$ cat config.mk
export PLATFORM = sky130hd
export DESIGN_NAME = jtag_tap_sync
export DESIGN_NICKNAME = d
export VERILOG_FILES = /design/src/rtl/jtag_pkg.sv /design/src/rtl/jtag_sync.sv /design/src/rtl/jtag_tap_sync.sv
export SDC_FILE = /design/constraint.sdc
export NUM_CORES = 1
export LEC_CHECK = 0
export CAP_MARGIN = 20
export CORE_MARGIN = 2
export CORE_UTILIZATION = 41
export DETAILED_ROUTE_END_ITERATION = 10
export GPL_TIMING_DRIVEN = 0
export PLACE_DENSITY = 0.67
export SYNTH_ARGS = -nofsm -noshare
export SYNTH_HDL_FRONTEND = slang
export SYNTH_HIERARCHICAL = 1
export SYNTH_SLANG_ARGS = --single-unit
$ cat constraint.sdc
create_clock -name clock -period 2.5 [get_ports clock]
set_input_delay 0.5 -clock clock [delete_from_list [all_inputs] [get_ports clock]]
set_output_delay 0.5 -clock clock [all_outputs]
set_load 0.02 [all_outputs]
$ cat src/rtl/jtag_pkg.sv
// jtag_pkg: TAP state encoding, IR opcodes and the 1149.1 TMS transition table.
package jtag_pkg;
  typedef enum logic [3:0] {
    TEST_LOGIC_RESET, RUN_TEST_IDLE, SELECT_DR_SCAN, CAPTURE_DR,
    SHIFT_DR, EXIT1_DR, PAUSE_DR, EXIT2_DR,
    UPDATE_DR, SELECT_IR_SCAN, CAPTURE_IR, SHIFT_IR,
    EXIT1_IR, PAUSE_IR, EXIT2_IR, UPDATE_IR
  } tap_state_t;
  typedef enum logic [1:0] {SEL_BYPASS, SEL_IDCODE, SEL_USER} dr_sel_t;
  localparam logic [4:0] IR_IDCODE = 5'h01;
  localparam logic [4:0] IR_BYPASS = 5'h1f;
  localparam logic [4:0] IR_USER_DEFAULT = 5'h11;
  function automatic tap_state_t tap_next(input tap_state_t s, input logic tms);
    tap_state_t n;
    n = TEST_LOGIC_RESET;
    case (s)
      TEST_LOGIC_RESET: n = tms ? TEST_LOGIC_RESET : RUN_TEST_IDLE;
      RUN_TEST_IDLE:    n = tms ? SELECT_DR_SCAN : RUN_TEST_IDLE;
      SELECT_DR_SCAN:   n = tms ? SELECT_IR_SCAN : CAPTURE_DR;
      CAPTURE_DR:       n = tms ? EXIT1_DR : SHIFT_DR;
      SHIFT_DR:         n = tms ? EXIT1_DR : SHIFT_DR;
      EXIT1_DR:         n = tms ? UPDATE_DR : PAUSE_DR;
      PAUSE_DR:         n = tms ? EXIT2_DR : PAUSE_DR;
      EXIT2_DR:         n = tms ? UPDATE_DR : SHIFT_DR;
      UPDATE_DR:        n = tms ? SELECT_DR_SCAN : RUN_TEST_IDLE;
      SELECT_IR_SCAN:   n = tms ? TEST_LOGIC_RESET : CAPTURE_IR;
      CAPTURE_IR:       n = tms ? EXIT1_IR : SHIFT_IR;
      SHIFT_IR:         n = tms ? EXIT1_IR : SHIFT_IR;
      EXIT1_IR:         n = tms ? UPDATE_IR : PAUSE_IR;
      PAUSE_IR:         n = tms ? EXIT2_IR : PAUSE_IR;
      EXIT2_IR:         n = tms ? UPDATE_IR : SHIFT_IR;
      UPDATE_IR:        n = tms ? SELECT_DR_SCAN : RUN_TEST_IDLE;
      default:          n = TEST_LOGIC_RESET;
    endcase
    return n;
  endfunction
endpackage

$ cat src/rtl/jtag_sync.sv
// jtag_sync: 2-FF synchronizers for tck/tms/tdi plus tck edge detection.
module jtag_sync (
  input  logic clock,
  input  logic reset,
  input  logic tck,
  input  logic tms,
  input  logic tdi,
  output logic tck_rise,
  output logic tck_fall,
  output logic tms_s,
  output logic tdi_s
);
  logic [1:0] tck_m, tms_m, tdi_m;
  logic tck_d;
  always_ff @(posedge clock) begin
    if (reset) begin
      tck_m <= '0;
      tms_m <= '0;
      tdi_m <= '0;
      tck_d <= 1'b0;
    end else begin
      tck_m <= {tck_m[0], tck};
      tms_m <= {tms_m[0], tms};
      tdi_m <= {tdi_m[0], tdi};
      tck_d <= tck_m[1];
    end
  end
  // tms/tdi come from the same stage as tck so they are coherent with the detected edge
  assign tck_rise = tck_m[1] & ~tck_d;
  assign tck_fall = ~tck_m[1] & tck_d;
  assign tms_s = tms_m[1];
  assign tdi_s = tdi_m[1];
endmodule

$ cat src/rtl/jtag_tap_sync.sv
// jtag_tap_sync: clock-domain oversampled JTAG TAP with IR, IDCODE, BYPASS and USER DRs.
module jtag_tap_sync
  import jtag_pkg::*;
#(
  parameter int IR_LEN = 5,
  parameter logic [31:0] IDCODE_VAL = 32'h00000001,
  parameter int USER_DR_LEN = 41,
  parameter logic [IR_LEN-1:0] USER_IR = IR_LEN'(IR_USER_DEFAULT)
) (
  input  logic clock,
  input  logic reset,
  input  logic tck,
  input  logic tms,
  input  logic tdi,
  output logic tdo,
  output logic tdo_en,
  output logic [3:0] tap_state,
  output logic [IR_LEN-1:0] ir_value,
  input  logic [USER_DR_LEN-1:0] user_dr_in,
  output logic [USER_DR_LEN-1:0] user_dr_out,
  output logic user_dr_update
);
  localparam int DR_W = USER_DR_LEN > 32 ? USER_DR_LEN : 32;
  logic tck_rise, tck_fall, tms_s, tdi_s;
  tap_state_t state, state_nx;
  dr_sel_t sel;
  logic [IR_LEN-1:0] ir_shift;
  logic [DR_W-1:0] dr_shift, dr_capture, dr_shifted, low_mask;
  logic [6:0] msb;
  jtag_sync u_sync (
    .clock(clock),
    .reset(reset),
    .tck(tck),
    .tms(tms),
    .tdi(tdi),
    .tck_rise(tck_rise),
    .tck_fall(tck_fall),
    .tms_s(tms_s),
    .tdi_s(tdi_s)
  );
  always_comb begin
    state_nx = tck_rise ? tap_next(state, tms_s) : state;
    sel = ir_value == IR_LEN'(IR_IDCODE) ? SEL_IDCODE : ir_value == USER_IR ? SEL_USER : SEL_BYPASS;
    msb = sel == SEL_IDCODE ? 7'd31 : sel == SEL_USER ? 7'(USER_DR_LEN - 1) : 7'd0;
    dr_capture = sel == SEL_IDCODE ? DR_W'(IDCODE_VAL) : sel == SEL_USER ? DR_W'(user_dr_in) : '0;
    low_mask = (DR_W'(1) << msb) - DR_W'(1);
    dr_shifted = ((dr_shift >> 1) & low_mask) | (DR_W'(tdi_s) << msb);
  end
  always_ff @(posedge clock) begin
    if (reset) begin
      state <= TEST_LOGIC_RESET;
      ir_value <= IR_LEN'(IR_IDCODE);
      ir_shift <= '0;
      dr_shift <= '0;
      tdo <= 1'b0;
      tdo_en <= 1'b0;
      user_dr_out <= '0;
      user_dr_update <= 1'b0;
    end else begin
      state <= state_nx;
      user_dr_update <= tck_rise && state == UPDATE_DR && ir_value == USER_IR;
      if (tck_rise) begin
        if (state == CAPTURE_IR) ir_shift <= IR_LEN'(2'b01);
        if (state == SHIFT_IR) ir_shift <= {tdi_s, ir_shift[IR_LEN-1:1]};
        if (state == UPDATE_IR) ir_value <= ir_shift;
        if (state_nx == TEST_LOGIC_RESET) ir_value <= IR_LEN'(IR_IDCODE);
        if (state == CAPTURE_DR) dr_shift <= dr_capture;
        if (state == SHIFT_DR) dr_shift <= dr_shifted;
        if (state == UPDATE_DR && ir_value == USER_IR) user_dr_out <= dr_shift[USER_DR_LEN-1:0];
      end
      if (tck_fall) begin
        tdo <= state == SHIFT_IR ? ir_shift[0] : state == SHIFT_DR ? dr_shift[0] : 1'b0;
        tdo_en <= state == SHIFT_IR || state == SHIFT_DR;
      end
    end
  end
  assign tap_state = state;
endmodule

==> results.yml, run 1 <==
critical_path:
  crit_path_end_kind: "flop"
  cp.arrival_ps: 2580
  required_ps: 2760
  critPathBufInv: 2
  crit_chain: "nor2b_1 -> clkbuf_1 -> clkbuf_1 -> a31oi_1 -> a211oi_1 -> a211oi_2 -> o311a_1"
  critPathSlowestCell: "clkbuf_1"
  cpMostUsedCell: "clkbuf_1"
  critPathTopFamily: "compound AO/OA/AOI/OAI gates"
  critPathMaxFanout: 10
  critPathLaunchType: "flop"
  cpPeakStageDelay_ps: 390
  path_class: "reg2reg"
logic_synthesis:
  synth-seq-cells: 106
  ys_types: 47
  synth_edf_count: 0
  synthCells: 579
  ys_async_sr_fraction: 0
  synth_top_area_frac: 0.465
  yosysSeqAreaShare: 0.465
  syn_area_per_cell_sq_um: 7.88
  synth_top_cells_by_area: "dfxtp_1 (46%), nand2_1 (12%), a22oi_1 (5.8%)"
  ys.flop_type: "dfxtp_1"
  syn_area_sq_um: 4560
  synth_fp_nets: 625
  yosysWarnings: 6
  synth_area_leader_cell: "dfxtp_1"
cts:
  numCtsBuffers: 9
  clockRootBuffer: "clkbuf_8"
  cts_buffer_depth: 2
  cts_tree: "done"
  numClockSinks: 106
  post-cts-setup-buffers: 0
  path_clk_slew_ps: 90
  cts_hold_buf: 0
  clock_latency_ps: 370
  htree_levels: 3
place:
  gp_congestion: 0.829
  port_buffers: 98
  dp_hpwl_microns: 8990
  place_area_sq_um: 5720
route:
  drc_errors: 0
  vias_per_cell: 5.31
  vias: 4423
  drt_wl_total_microns: 12400
  dr.pass1.iters: 5
  wl_per_cell_microns: 14.9
  drt_iter0_markers: 227
  postRouteAntennaNets: 0
pwr:
  power_density_nw_per_um2: 499
  leakagePower_nw: 1.92
  vdd_drop_max_v: 0.000255
grt:
  grt_pass1_wl_microns: 20000
  grt_max_degree: 18
  grt.total_usage: 0.213
  grt_pass1_vias: 4137
  globalRouteOverflowTotal: 0
  antenna_found_initial: 0
die:
  die_area_sq_um: 12000
  pin_count: 99
  start_util: 0.421
  core-area_sq_um: 10800
  die_y_microns: 110
  row_count: 38
  die_x_microns: 110
timing:
  final_hold_viol_count: 0
  clock-skew-final_ps: 12.2
  fin_crit_ps: 2310
  post-route-period-util: 0.925
  tightestPinTransition_ps: 674
  rsz0062_at_grt: "no"
  final-setup-viol-count: 0
  slew_headroom: 0.539
  maxSlewViolCount: 0
  setup_tns_ps: 0
  fmax_mhz: 432
run:
  drv_cap: 0
min_path:
  hp-class: "reg2reg"
status:
  outcome: "finished clean"
cells_and_area:
  final_cell_mix: "nand2_1 (150), dfxtp_1 (106), clkdlybuf4s50_1 (98)"
  utilization: 0.547
  syn2layout_area_growth_pct: 29.9
  multi_input_area_sq_um: 2200
  regArea_sq_um: 2120
  antennaDiodeCount: 0
  layout_commonest_cell: "nand2_1"
  design_area_sq_um: 5930
  drive_gt1_frac: 0.0693
  nNetsFinal: 734
  fillers: 1073
==> cells by family after synthesis <==
kind of cell | share of synthesized area
AND/OR/NAND/NOR | 0.245
AO/OA/AOI/OAI | 0.210
flip-flops | 0.465
buffers and inverters | 0.0532
multiplexers | 0.0244
XOR/XNOR | 0.00192
==> synthesized netlist by cell type (2+ instances only) <==
| cell | count |
|---|---|
| a21oi_1 | 45 |
| a2111oi_0 | 2 |
| nor2b_1 | 15 |
| a2bb2oi_1 | 9 |
| nand2b_1 | 2 |
| mux2i_1 | 10 |
| a22oi_1 | 35 |
| nand3_1 | 4 |
| nand4b_1 | 4 |
| nor2_2 | 9 |
| o21ai_0 | 35 |
| nor3_1 | 5 |
| o21ai_1 | 5 |
| or3_1 | 2 |
| inv_1 | 8 |
| clkbuf_1 | 35 |
| a211oi_1 | 6 |
| nor4b_1 | 2 |
| nand2_1 | 150 |
| a211o_1 | 2 |
| nor2_1 | 45 |
| or2_2 | 2 |
| o32a_1 | 4 |
| dfxtp_1 | 106 |
| buf_2 | 14 |
| nor4b_2 | 2 |
==> flip-flops by register name, summed over array words and instances, names as in the netlist <==
signal / count
u_sync/tdi_m: 2
user_dr_update: 1
user_dr_out: 41
u_sync/tck_d: 1
u_sync/tms_m: 2
u_sync/tck_m: 2
tdo_en: 1
dr_shift: 41
tdo: 1
ir_value: 5
ir_shift: 5
tap_state: 4
==> where the power goes <==
part / switching (mW) / internal, mW
registers: 0.00477 / 1.69
logic: 0.0779 / 0.0905
clock network: 0.596 / 0.493
total: 0.679 / 2.28
==> metrics by stage <==
stage	hold WS [ps]	power (mW)	setup slack (ps)	cells
2_1_floorplan	414	1.80	536	579
3_3_place_gp	424	1.90	6.75	817
3_5_place_dp	424	1.91	-23.0	817
4_1_cts	447	2.98	39.0	833
5_1_grt	463	3.06	12.5	833
6_report	444	2.96	187	833
==> worst register-to-register path, cell delays in order, from the launching register on <==
cell and delay, ps:
dfxtp_1 350, nor2b_1 140, clkbuf_1 330, clkbuf_1 400
a31oi_1 140, a211oi_1 340, a211oi_2 140, o311a_1 380
==> routing by layer <==
metal  track usage  vias up  wire (microns)
li1              -     2193               -
met1         0.286     2055            5700
met2         0.332      156            5610
met3        0.0456       19             900
met4        0.0886        0             237
met5             0        -               0
==> area by class of cell <==
class	instances	area share
clock buffer	10	0.0232
clock inverter	6	0.0110
sequential	106	0.358
inverter	8	0.00507
tap	140	0.0295
timing repair buffer	98	0.165
buffer	50	0.0359
multi-input combinational	415	0.372
==> timing repair <==
action / in CTS / in global routing
endpoints found under the hold margin: 0 / 0
resized for setup: 0 / 1
endpoints found under the setup margin: 0 / 5
==> path summary, 6_finish.rpt <==
| check | to | slack [ps] | from | cells after the start |
|---|---|---|---|---|
| max | ir_value[0]$_SDFFE_PP1P_ | 190 | u_sync/tck_m[1]$_SDFF_PP0_ | 7 |
| min | u_sync/tck_m[1]$_SDFF_PP0_ | 440 | u_sync/tck_m[0]$_SDFF_PP0_ | 1 |
| max reg2reg | ir_value[0]$_SDFFE_PP1P_ | 190 | u_sync/tck_m[1]$_SDFF_PP0_ | 7 |
| min reg2reg | u_sync/tck_m[1]$_SDFF_PP0_ | 440 | u_sync/tck_m[0]$_SDFF_PP0_ | 1 |
Note: power is estimated with default switching activity, not from simulation.
==> run 2: changes to the inputs <==
--- a/config.mk
+++ b/config.mk
@@ -6,10 +6,12 @@
 export NUM_CORES = 1
 export LEC_CHECK = 0
 export CAP_MARGIN = 20
+export CORE_ASPECT_RATIO = 0.75
 export CORE_MARGIN = 2
 export CORE_UTILIZATION = 41
 export DETAILED_ROUTE_END_ITERATION = 10
 export GPL_TIMING_DRIVEN = 0
+export MAX_ROUTING_LAYER = met4
 export PLACE_DENSITY = 0.67
 export SYNTH_ARGS = -nofsm -noshare
 export SYNTH_HDL_FRONTEND = slang
==> run 2 against run 1 <==
  * Register-to-register slack barely moved
  * Sequential power barely moved
  * Fmax fell by 0.14%
  * Utilization rose by 0.50 points
  * Sequential share of layout area fell by 0.52 points
  * Worst setup slack got worse by 3.3 ps
  * Cell count fell by 0.12%
  * Design area rose by 1.5%
  * Critical endpoint unchanged
  * Critical path type unchanged
  * Sequential cell count did not move
==> results.yml, run 2 (synthesized netlist as in run 1, its figures left out) <==
status:
  outcome: "finished clean"
grt:
  grt_pass1_wl_microns: 20800
  grt.total_usage: 0.221
  grt_pass1_vias: 4164
  grt_max_degree: 16
  globalRouteOverflowTotal: 0
  antenna_found_initial: 0
route:
  wl_per_cell_microns: 15.1
  drc_errors: 0
  vias_per_cell: 5.25
  dr_wl_met3_microns: 799
  drt_iter0_markers: 331
  met1_length_microns: 6220
  drt_wl_total_microns: 12600
  dr_wl_met2_microns: 5450
  dr.pass1.iters: 5
  vias: 4369
  highest_layer: "met4"
  postRouteAntennaNets: 0
cts:
  cts_buffer_depth: 2
  clockRootBuffer: "clkbuf_16"
  numCtsBuffers: 9
  clock_latency_ps: 340
  cts_hold_buf: 0
  cts_resized: 0
  numClockSinks: 106
  cts_tree: "done"
  htree_levels: 3
  path_clk_slew_ps: 70
  post-cts-setup-buffers: 0
die:
  core-area_sq_um: 10900
  die_x_microns: 126
  pin_count: 99
  die_y_microns: 95.4
  row_count: 33
  die_area_sq_um: 12000
  start_util: 0.419
min_path:
  min_from: "u_sync/tdi_m[0]$_SDFF_PP0_"
  hp-class: "reg2reg"
timing:
  rsz0062_at_grt: "yes"
  whs_ps: 438
  clock-skew-final_ps: 7.76
  final_hold_viol_count: 0
  maxSlewViolCount: 0
  fin_crit_ps: 2320
  slew_headroom: 0.519
  final-setup-viol-count: 0
  fmax_mhz: 432
  tightestPinTransition_ps: 720
  post-route-period-util: 0.926
  setup_slack_ps: 184
pwr:
  p_total_mw: 3.27
  vdd_drop_max_v: 0.000319
  power_density_nw_per_um2: 543
  leakagePower_nw: 1.97
critical_path:
  critPathLaunchType: "flop"
  critical_path.startpoint: "u_sync/tck_m[1]$_SDFF_PP0_"
  crit_path_end_kind: "flop"
  path_class: "reg2reg"
  cp.arrival_ps: 2550
  r2r_start: "u_sync/tck_m[1]$_SDFF_PP0_"
  critPathMaxFanout: 10
  required_ps: 2730
place:
  place_ws_ps: 10.8
  gp_congestion: 0.849
  port_buffers: 98
  dp.cells: 817
  dp_hpwl_microns: 9080
cells_and_area:
  syn2layout_area_growth_pct: 31.8
  drive_gt1_frac: 0.0679
  layout_commonest_cell: "nand2_1"
  instances_no_fill: 832
  antennaDiodeCount: 0
  reg_top3: "dr_shift x41, user_dr_out x41"
  regArea_sq_um: 2120
  final_cell_mix: "nand2_1 (150), dfxtp_1 (106), clkdlybuf4s50_1 (98)"
  utilization: 0.552
  nNetsFinal: 734
  multi_input_area_sq_um: 2210
  fillers: 1049
run:
  drv_cap: 0
==> run 2: path summary, 6_finish.rpt <==
kind | slack (ps) | endpoint | cells past startpoint
worst max-delay path | 180 | ir_value[0]$_SDFFE_PP1P_ | 7
worst min-delay path | 440 | u_sync/tdi_m[1]$_SDFF_PP0_ | 1
worst max register to register | 180 | ir_value[0]$_SDFFE_PP1P_ | 7
worst min register to register | 440 | u_sync/tdi_m[1]$_SDFF_PP0_ | 1
==> run 2: report_power, final <==
part	switching (mW)	total [mW]	internal (mW)
registers	0.00464	1.70	1.69
logic	0.0796	0.171	0.0909
clock network	0.600	1.40	0.796
total	0.684	3.27	2.58
==> run 2: per-stage QoR <==
stage	TNS, ps	area [sq um]
finish	0	6020
floorplan	0	4560
global placement	-8.90	5720
detailed placement	0	5720
CTS	0	6010
global route	0	6020
==> run 2: critical path: stages (launching register included) <==
cell and delay [ps]:
dfxtp_1 340, nor2b_1 140, clkbuf_1 330, clkbuf_2 300
a31oi_1 110, a211oi_1 440, a211oi_2 160, o311a_1 390
==> run 2: area by class of cell <==
class | count | share of cell area
clock buffers | 12 | 0.0410
multi-input cells | 415 | 0.367
plain buffers | 50 | 0.0358
flip-flops and latches | 106 | 0.353
inverters | 8 | 0.00499
clock inverters | 3 | 0.00666
repair buffers | 98 | 0.163
well taps | 140 | 0.0291
==> run 2: per-layer routing <==
layer  track usage  up-vias
met5             -        -
met4        0.0467        0
met3        0.0505       12
met2         0.345      131
met1         0.297     2035
li1              -     2191
==> run 3: changes to the inputs <==
--- a/config.mk
+++ b/config.mk
@@ -12,7 +12,7 @@
 export DETAILED_ROUTE_END_ITERATION = 10
 export GPL_TIMING_DRIVEN = 0
 export MAX_ROUTING_LAYER = met4
-export PLACE_DENSITY = 0.67
+export PLACE_DENSITY = 0.76
 export SYNTH_ARGS = -nofsm -noshare
 export SYNTH_HDL_FRONTEND = slang
 export SYNTH_HIERARCHICAL = 1
==> run 3 against run 2 <==
  * Clock skew hardly changed
  * Total power rose by 3.7%
  * Non-clock buffer count increased by 1
  * Clock power increased by 8%
  * First-iteration DRC count up 34%
  * Sequential power is essentially flat
  * Combinational power barely moved
  * Design area rose by 0.60%
  * Worst setup slack lost 93 ps
  * Count of clock-buffer cells in the layout fell by 2
  * Critical path type unchanged
  * Sequential share of layout area decreased by 0.21 points
==> results.yml, run 3 (synthesized netlist as in run 1, its figures left out) <==
cts:
  cts_tree: "done"
  cts_buffer_depth: 2
  clockRootBuffer: "clkbuf_16"
  path_clk_slew_ps: 70
  clock_latency_ps: 340
  numCtsBuffers: 9
  htree_levels: 3
  numClockSinks: 106
cells_and_area:
  nNetsFinal: 735
  antennaDiodeCount: 0
  design_area_sq_um: 6050
  fillers: 1033
  drive_gt1_frac: 0.0707
  syn2layout_area_growth_pct: 32.6
  instances_no_fill: 833
  layout_commonest_cell: "nand2_1"
  utilization: 0.555
  final_cell_mix: "nand2_1 (150), dfxtp_1 (106), clkdlybuf4s50_1 (98)"
  reg_top3: "dr_shift x41, user_dr_out x41"
timing:
  tightestPinTransition_ps: 786
  slew_headroom: 0.462
  fin_crit_ps: 2410
  fmax_mhz: 415
  clock-skew-final_ps: 7.60
  maxSlewViolCount: 0
  final_hold_viol_count: 0
  post-route-period-util: 0.964
  final-setup-viol-count: 0
  setup_tns_ps: 0
min_path:
  min_to: "u_sync/tdi_m[1]$_SDFF_PP0_"
  hp-class: "reg2reg"
  min_path_cells: 1
  min_from: "u_sync/tdi_m[0]$_SDFF_PP0_"
critical_path:
  critPathMaxFanout: 8
  r2r_start: "u_sync/tck_m[1]$_SDFF_PP0_"
  critPathLaunchType: "flop"
  required_ps: 2730
  reg2reg_depth: 7
  crit_path_end_kind: "flop"
  path_class: "reg2reg"
  worst_r2r_endpoint: "ir_value[0]$_SDFFE_PP1P_"
  rrSetupSlack_ps: 90
  cp.arrival_ps: 2640
grt:
  grt.total_usage: 0.222
  globalRouteOverflowTotal: 0
  grt_pass1_wl_microns: 20800
  grt_max_degree: 17
  antenna_found_initial: 0
  grt_pass1_vias: 4319
pwr:
  p_total_mw: 3.39
  vdd_drop_max_v: 0.000294
  power_density_nw_per_um2: 560
  leakagePower_nw: 1.98
die:
  start_util: 0.419
  pin_count: 99
  die_x_microns: 126
  row_count: 33
  die_area_sq_um: 12000
  core-area_sq_um: 10900
  die_y_microns: 95.4
place:
  dp.cells: 817
  dp_hpwl_microns: 9370
  port_buffers: 98
  gp_congestion: 0.890
  place_area_sq_um: 5720
route:
  drt_iter0_markers: 444
  dr.pass1.iters: 5
  wl_per_cell_microns: 15.5
  postRouteAntennaNets: 0
  vias: 4544
  drt_wl_total_microns: 12900
  vias_per_cell: 5.45
  drc_errors: 0
status:
  outcome: "finished clean"
run:
  drv_cap: 0
==> run 3: cell count changes in the layout (fill, tap and decap cells not counted), sizes merged <==
cell    change
clkbuf      -2
buf         +1
bufinv      +1
clkinv      +1
==> run 3: worst max path at each step <==
stage | slack, ps | end | from
detailed placement | -60 | dr_shift[29]$_SDFFE_PP0P_ | reset
global route | -3 | ir_value[0]$_SDFFE_PP1P_ | u_sync/tck_m[1]$_SDFF_PP0_
global placement | 20 | user_dr_update$_SDFF_PP0_ | reset
CTS | 160 | ir_value[0]$_SDFFE_PP1P_ | u_sync/tck_m[1]$_SDFF_PP0_
finish | 90 | ir_value[0]$_SDFFE_PP1P_ | u_sync/tck_m[1]$_SDFF_PP0_
floorplan | 540 | ir_value[0]$_SDFFE_PP1P_ | tap_state[3]$_SDFF_PP0_
==> run 3: critical path: stages, from the launching register on <==
cell       delay, ps
dfxtp_1          360
nor2b_1          130
clkbuf_1         310
a21oi_1          120
a2111oi_0        730
a211oi_2          90
buf_4            200
o311a_1          350
==> run 3: layout make-up <==
cell class	count	area [sq um]	share of cell area
multi-input combinational	415	2200	0.364
inverter	8	30.0	0.00496
buffer	50	214	0.0354
clock buffer	10	239	0.0395
timing repair buffer	99	988	0.163
tap	140	175	0.0289
sequential	106	2120	0.351
clock inverter	5	78.8	0.0130
==> run 3: where the power goes <==
part	switching (mW)	internal, mW	total (mW)	leakage [nW]
Clock	0.614	0.898	1.51	0.158
Sequential	0.00524	1.69	1.70	0.855
Combinational	0.0815	0.0928	0.174	0.969
==> run 3: routing by layer <==
| layer | wire [microns] | GRT usage |
|---|---|---|
| met2 | 5820 | 0.343 |
| met4 | 183 | 0.0788 |
| met5 | 0 | - |
| met3 | 840 | 0.0488 |
| met1 | 6090 | 0.290 |
==> run 3: stage by stage <==
| stage | worst slack [ps] | hold slack [ps] |
|---|---|---|
| floorplan | 536 | 414 |
| global placement | 17.8 | 423 |
| detailed placement | -59.0 | 427 |
| CTS | 165 | 444 |
| global route | -3.22 | 462 |
| finish | 91.0 | 442 |
==> run 3: repair_timing <==
action | in CTS | in global routing
hold buffers | 0 | 0
setup endpoints to repair | 1 | 2
setup buffers | 0 | 1
pin swaps | 0 | 1
resized for setup | 1 | 2
cloned | 0 | 0
